[config.mk]
export PLATFORM = sky130hd
export DESIGN_NAME = sys_array_mac_nxn_flat
export DESIGN_NICKNAME = d
export VERILOG_FILES = /design/src/rtl/sys_array_mac_nxn_if.sv /design/src/rtl/sys_array_mac_nxn.sv /design/src/flat_wrapper.sv
export SDC_FILE = /design/constraint.sdc
export NUM_CORES = 2
export LEC_CHECK = 0
export ABC_AREA = 1
export CORE_MARGIN = 2
export CORE_UTILIZATION = 35
export CTS_CLUSTER_SIZE = 16
export DETAILED_ROUTE_END_ITERATION = 6
export PLACE_DENSITY = 0.55
export SLEW_MARGIN = 20
export SYNTH_ARGS = -nofsm -noshare
export SYNTH_HDL_FRONTEND = slang
export SYNTH_SLANG_ARGS = --single-unit
export TNS_END_PERCENT = 20
[constraint.sdc]
create_clock -name clk -period 60.8 [get_ports clk]
set_clock_uncertainty 0.1 [all_clocks]
set_input_delay 12.16 -clock clk [delete_from_list [all_inputs] [get_ports clk]]
set_output_delay 12.16 -clock clk [all_outputs]
set_load 0.03 [all_outputs]
[src/rtl/sys_array_mac_nxn_if.sv]
// Operand/result bundle for the N x N systolic matrix multiplier.
// The requester drives operands and start; the array returns C with busy/done status.
interface sys_array_mac_nxn_if #(
    parameter int N      = 4,
    parameter int DATA_W = 8,
    parameter int ACC_W  = 20
);
    logic                      start;
    logic                      acc_en;
    logic [N*N*DATA_W-1:0]     a_flat;
    logic [N*N*DATA_W-1:0]     b_flat;
    logic [N*N*ACC_W-1:0]      c_flat;
    logic                      busy;
    logic                      done;

    modport master (
        output start, acc_en, a_flat, b_flat,
        input  c_flat, busy, done
    );

    modport slave (
        input  start, acc_en, a_flat, b_flat,
        output c_flat, busy, done
    );
endinterface

[src/rtl/sys_array_mac_nxn.sv]
// Output-stationary N x N systolic matrix multiplier: C = A*B, or C += A*B when acc_en is set.
// Operands enter skewed at the left/top edges and march right/down one PE per cycle.
module sys_array_mac_nxn #(
    parameter int N      = 4,
    parameter int DATA_W = 8,
    parameter int ACC_W  = 20,
    parameter int SIGNED = 0
) (
    input  logic               clk,
    input  logic               rst,
    sys_array_mac_nxn_if.slave bus
);
    localparam int               CNT_W    = $clog2(3 * N);
    localparam logic [CNT_W-1:0] CNT_LAST = CNT_W'(3 * N - 3);

    typedef enum logic [1:0] {IDLE, RUN, DONE} state_t;

    state_t           state;
    state_t           state_d;
    logic             accept;
    logic [CNT_W-1:0] cnt;

    logic [DATA_W-1:0] a_op     [N][N];
    logic [DATA_W-1:0] b_op     [N][N];
    logic [DATA_W-1:0] a_edge   [N];
    logic [DATA_W-1:0] b_edge   [N];
    logic [DATA_W-1:0] a_in     [N][N];
    logic [DATA_W-1:0] b_in     [N][N];
    logic [DATA_W-1:0] a_pass   [N][N];
    logic [DATA_W-1:0] b_pass   [N][N];
    logic [ACC_W-1:0]  prod_ext [N][N];
    logic [ACC_W-1:0]  acc      [N][N];

    always_comb begin
        state_d = state;
        accept  = 1'b0;
        case (state)
            IDLE: begin
                if (bus.start) begin
                    state_d = RUN;
                    accept  = 1'b1;
                end
            end
            RUN:     if (cnt == CNT_LAST) state_d = DONE;
            DONE:    state_d = IDLE;
            default: state_d = IDLE;
        endcase
    end

    always_ff @(posedge clk or posedge rst) begin
        if (rst) begin
            state <= IDLE;
            cnt   <= '0;
        end else begin
            state <= state_d;
            if (accept)
                cnt <= '0;
            else if (state == RUN)
                cnt <= cnt + 1'b1;
        end
    end

    // Row i sees A[i][cnt-i] and column j sees B[cnt-j][j]; the skew lines up matching k at PE(i,j).
    always_comb begin
        for (int i = 0; i < N; i++) begin
            a_edge[i] = '0;
            b_edge[i] = '0;
        end
        if (state == RUN) begin
            for (int i = 0; i < N; i++) begin
                for (int k = 0; k < N; k++) begin
                    if (int'(cnt) == i + k) a_edge[i] = a_op[i][k];
                    if (int'(cnt) == i + k) b_edge[i] = b_op[k][i];
                end
            end
        end
    end

    for (genvar i = 0; i < N; i++) begin : g_row
        for (genvar j = 0; j < N; j++) begin : g_col
            if (j == 0) begin : g_a_edge
                assign a_in[i][j] = a_edge[i];
            end else begin : g_a_link
                assign a_in[i][j] = a_pass[i][j-1];
            end

            if (i == 0) begin : g_b_edge
                assign b_in[i][j] = b_edge[j];
            end else begin : g_b_link
                assign b_in[i][j] = b_pass[i-1][j];
            end

            if (SIGNED != 0) begin : g_smul
                logic signed [2*DATA_W-1:0] prod;
                assign prod           = $signed(a_in[i][j]) * $signed(b_in[i][j]);
                assign prod_ext[i][j] = ACC_W'(prod);
            end else begin : g_umul
                logic [2*DATA_W-1:0] prod;
                assign prod           = a_in[i][j] * b_in[i][j];
                assign prod_ext[i][j] = ACC_W'(prod);
            end
        end
    end

    // Pass registers are cleared on accept so leftovers from the previous run never reach a PE.
    always_ff @(posedge clk or posedge rst) begin
        if (rst) begin
            for (int i = 0; i < N; i++) begin
                for (int j = 0; j < N; j++) begin
                    a_op[i][j]   <= '0;
                    b_op[i][j]   <= '0;
                    a_pass[i][j] <= '0;
                    b_pass[i][j] <= '0;
                    acc[i][j]    <= '0;
                end
            end
        end else if (accept) begin
            for (int i = 0; i < N; i++) begin
                for (int j = 0; j < N; j++) begin
                    a_op[i][j]   <= bus.a_flat[(i*N+j)*DATA_W +: DATA_W];
                    b_op[i][j]   <= bus.b_flat[(i*N+j)*DATA_W +: DATA_W];
                    a_pass[i][j] <= '0;
                    b_pass[i][j] <= '0;
                    if (!bus.acc_en) acc[i][j] <= '0;
                end
            end
        end else if (state == RUN) begin
            for (int i = 0; i < N; i++) begin
                for (int j = 0; j < N; j++) begin
                    a_pass[i][j] <= a_in[i][j];
                    b_pass[i][j] <= b_in[i][j];
                    acc[i][j]    <= acc[i][j] + prod_ext[i][j];
                end
            end
        end
    end

    always_comb begin
        bus.c_flat = '0;
        for (int i = 0; i < N; i++) begin
            for (int j = 0; j < N; j++) begin
                bus.c_flat[(i*N+j)*ACC_W +: ACC_W] = acc[i][j];
            end
        end
    end

    assign bus.busy = (state == RUN);
    assign bus.done = (state == DONE);
endmodule

[src/flat_wrapper.sv]
// flat-port wrapper written by rule: the top's interface ports become plain ports
module sys_array_mac_nxn_flat 
#(
    parameter int N      = 4,
    parameter int DATA_W = 8,
    parameter int ACC_W  = 20,
    parameter int SIGNED = 0
)
  (clk, rst, bus_start, bus_acc_en, bus_a_flat, bus_b_flat, bus_c_flat, bus_busy, bus_done);
  sys_array_mac_nxn_if #(.N(N), .DATA_W(DATA_W), .ACC_W(ACC_W)) bus_i ();
  input  logic clk;
  input  logic rst;
  input wire logic [$bits(bus_i.start)-1:0] bus_start;
  input wire logic [$bits(bus_i.acc_en)-1:0] bus_acc_en;
  input wire logic [$bits(bus_i.a_flat)-1:0] bus_a_flat;
  input wire logic [$bits(bus_i.b_flat)-1:0] bus_b_flat;
  output wire logic [$bits(bus_i.c_flat)-1:0] bus_c_flat;
  output wire logic [$bits(bus_i.busy)-1:0] bus_busy;
  output wire logic [$bits(bus_i.done)-1:0] bus_done;
  assign bus_i.start = bus_start;
  assign bus_i.acc_en = bus_acc_en;
  assign bus_i.a_flat = bus_a_flat;
  assign bus_i.b_flat = bus_b_flat;
  assign bus_c_flat = bus_i.c_flat;
  assign bus_busy = bus_i.busy;
  assign bus_done = bus_i.done;
  sys_array_mac_nxn #(.N(N), .DATA_W(DATA_W), .ACC_W(ACC_W), .SIGNED(SIGNED)) u_core (.clk(clk), .rst(rst), .bus(bus_i));
endmodule
==> flow_summary_export.csv <==
group,metric,value,unit
synthesis,mean_area_per_synthesized_cell,7.51,um2
cts,h-tree-depth,3,
synthesis,yosys_top_cell_area_share,0.252,
synthesis,dominant_combinational_cell_family_by_area_after_synthesis,"adder cells",
route,finalWirelength,251000,um
power,switching_share,0.535,
placed_design,place_congestion,0.895,
cts,post_cts.repair.setup_buffers,0,
cts,post_cts_hold_buffer_count,0,
finish,final_layout_size_suffix_gt1_frac,0.0309,
finish,layout-area-overhead-vs-synth,15.3,%
die,ioPinCount,582,
power,power_density,48.5,nW/um2
worst_setup_path,cp_num_buf_inv,2,
worst_setup_path,worst_path_max_delay_cell,"clkdlybuf4s50_1",
worst_setup_path,setup.worst_path.end_class,"primary output",
route,number_of_drc_violations_after_detailed_routing_iteration_0,3938,
hold_path,holdCritPathClass,"reg2reg",
power,combinationalPowerShare,0.613,
die,die_area,224000,um2
synthesis,sequential_share_of_the_synthesized_area,0.252,
synthesis,ys_top_cells_by_area,"dfrtp_1 25%, fa_1 21%, nand2_1 16%, inv_1 12%, ha_1 11%",
power,power_leakage,49.7,nW
timing,fin_setup_tns,0,ns
worst_setup_path,critPathKind,"reg2out",
cts,cts-root-to-sink-buffers,3,
power,seq_power_share,0.234,
worst_setup_path,worst-endpoint-required,48.54,ns
cts,clk_root_buffer_cell,"clkbuf_16",
synthesis,syn-num-nets,12000,
route,dr.pass1.iters,6,
worst_setup_path,timing.critical_path.cells,"nand2_8, inv_8, clkdlybuf4s50_1",
finish,finish.instance_area,88800,um2
synthesis,post_synth_xor_area_fraction,0.00523,
cts,clkTransAtPathRegs,0.06,ns
timing,worst-slew-pin-transition,1.08,ns
power,power.net_switching,0.00230,W
die,die_x,473,um
grt,first_global_vias,67300,
synthesis,synth_edf_count,0,
route,routed_wire_length_per_instance,18.5,um
synthesis,synth-compound-area-share,0.0602,
placed_design,postPlaceCellArea,85200,um2
worst_setup_path,crit_path_max_fanout,74,
synthesis,post-synth-top-area-cell,"dfrtp_1",
synthesis,synth_simple_gate_area_frac,0.230,
worst_setup_path,path_delay_family,"buffers and inverters",
grt,grt_overflow_total,0,
timing,final-setup-viol-count,0,
cts,cts_tree,"yes",
worst_setup_path,crit_arrival,3.30,ns
synthesis,yosys-mux-area-fraction,0,
timing,max-slew-margin-rel,0.280,
timing,post-route-period-util,0.256,
cts,ctsResizeCount,0,
synthesis,synthesis.instances,10300,
cts,clock_sinks,774,
route,detailroute.via_count,64500,
synthesis,async_set_or_reset_register_ratio_after_synthesis,1.00,
die,placeableCoreArea,219000,um2
worst_setup_path,timing.critical_path.slowest_cell_delay,0.78,ns
timing,rsz0062_at_grt,"no",
synthesis,yosys.area_share.adder,0.315,
die,die_height,473,um
die,placement_rows,172,
grt,gr-usage-all-layers,0.227,
power,internal_power,0.00200,W
route,avgViaCountPerCell,4.76,
worst_setup_path,start_kind,"flop",
grt,largest_net_degree_at_the_start_of_global_routing,235,
die,floorplan.initialDensity,0.351,
synthesis,synthDistinctLibCells,42,
route,drt_drc_violations_left,0,
timing,hold_viol,0,
timing,timing.final.crit_period,15.56,ns
placed_design,port_buffers,581,
placed_design,dp_hpwl,198000,um
power,worst_ir_drop_vdd,0.0000258,V
timing,maxClockFrequency,64.2,MHz
grt,grt_antenna_before_repair,0,
timing,drv_slew,0,
cts,worstSkewPairLatency,0.78,ns
status,result_of_the_run,"finished, final reports clean",
synthesis,yosysWarningCount,0,
synthesis,post_synth_instance_area,77000,um2
synthesis,synth-seq-cells,774,
power,clock_power_share,0.153,
synthesis,yosys_most_used_dff,"dfrtp_1",
grt,grt_first_pass_wirelength,393000,um
finish,finalNetCount,12300,
cts,number_of_clock_buffers_inserted_by_tritoncts,103,
job,cap_violations,0,
route,antenna_left,0,
power,total_power,0.00431,W
## synth_stat cells, types with 80 or more instances
cell type  instances
dfrtp_1          774
nand2_1         3201
o21ai_0          388
ha_1             660
nand3_1          443
nand3b_1          80
a21oi_1          244
nor2_1           486
fa_1             800
clkbuf_1         246
o22ai_1          109
inv_1           2394
## cells in the final DEF, fill, tap and decap left out, types with 34 or more instances in the layout
| master | instances |
|---|---|
| o22ai_1 | 109 |
| clkdlybuf4s50_1 | 581 |
| fa_1 | 800 |
| inv_1 | 2393 |
| nand2_1 | 3201 |
| xnor2_1 | 34 |
| nand3b_1 | 80 |
| a21oi_1 | 244 |
| clkbuf_16 | 103 |
| ha_1 | 660 |
| dfrtp_1 | 774 |
| nand2_2 | 48 |
| nand3_1 | 443 |
| nor2_1 | 486 |
| o21ai_0 | 388 |
## area by class of cell
cell class	instances	area [um2]
fillers	22500	130000
multi-input cells	6707	47100
flip-flops and latches	774	19400
inverters	2416	9100
repair buffers	613	6090
well taps	2871	3590
clock buffers	141	2880
clock inverters	46	708
diodes	1	2.50
## power by group through the flow
stage                     Sequential [W]  Combinational, W  Clock [W]
after CTS                        0.00100           0.00267   0.000678
after detailed placement         0.00101           0.00264          0
after global placement           0.00101           0.00261          0
after floorplan                 0.000989           0.00173          0
final                            0.00101           0.00264   0.000659
after global routing             0.00103           0.00300   0.000695
## logic make-up (layout without fill, tap and decap cells)
family / Yosys count / after routing
and+or+nand+nor: 4362 / 4362
AOI/OAI and AO/OA: 839 / 839
DFF: 774 / 774
other: 0 / 1
buffers and inverters: 2776 / 3216
adders and majority gates: 1460 / 1460
xor gates and xnor gates: 46 / 46
## registers in the layout, summed over array words and instances (netlist names)
register / count
u_core.b_in: 96
u_core.cnt: 4
u_core.a_op: 128
u_core.b_op: 128
u_core.a_in: 96
u_core.state: 2
u_core.bus.c_flat: 320
## metrics by stage
| stage | hold slack [ns] | setup slack [ns] | cells | utilization |
|---|---|---|---|---|
| 6_report | 0.367 | 45.24 | 13600 | 0.405 |
| 3_5_place_dp | 0.355 | 44.53 | 13400 | 0.389 |
| 5_1_grt | 0.383 | 45.12 | 13600 | 0.405 |
| 2_1_floorplan | 0.337 | 26.81 | 10300 | - |
| 3_3_place_gp | 0.349 | 44.53 | 13400 | 0.389 |
| 4_1_cts | 0.370 | 45.17 | 13600 | 0.405 |
## layer usage
metal	routed length (um)	track usage
met2	119000	0.385
met4	10400	0.0847
met5	0	0
met1	109000	0.293
met3	12300	0.0331
## worst reg2reg max path, cell delays in order, from the launching register on
cell and delay [ns]:
dfrtp_1 0.61, nand2_8 0.43, inv_8 0.61, buf_4 0.57, buf_4 0.63, o21ai_0 0.19, o21bai_2 0.37, inv_1 0.14
nand2_1 0.08, fa_1 0.51, inv_1 0.05, fa_1 0.50, fa_1 0.58, inv_1 0.07, fa_1 0.48, inv_1 0.05
ha_1 0.35, nand2_1 0.12, nor2_1 0.11, nand3_1 0.07, nand2_1 0.12, nand2_1 0.13, nand2_1 0.11, nand3_1 0.07
nand2_1 0.08, nor2_1 0.05
## worst paths after layout
check	from	end	slack, ns	depth (start not counted)
setup / recovery	u_core.state[0]$_DFFE_PP0P_	bus_busy	45.24	3
hold / removal	u_core.b_op[53]$_DFFE_PP0P_	u_core.b_op[53]$_DFFE_PP0P_	0.37	2
setup reg to reg	u_core.state[0]$_DFFE_PP0P_	u_core.bus.c_flat[18]$_DFFE_PP0P_	53.56	25
hold reg to reg	u_core.b_op[53]$_DFFE_PP0P_	u_core.b_op[53]$_DFFE_PP0P_	0.37	2
max in group asynchronous	rst	u_core.a_op[60]$_DFFE_PP0P_	45.91	5
min in group asynchronous	rst	u_core.bus.c_flat[277]$_DFFE_PP0P_	11.85	2
No activity file was read; power rests on OpenSTA's default activity.
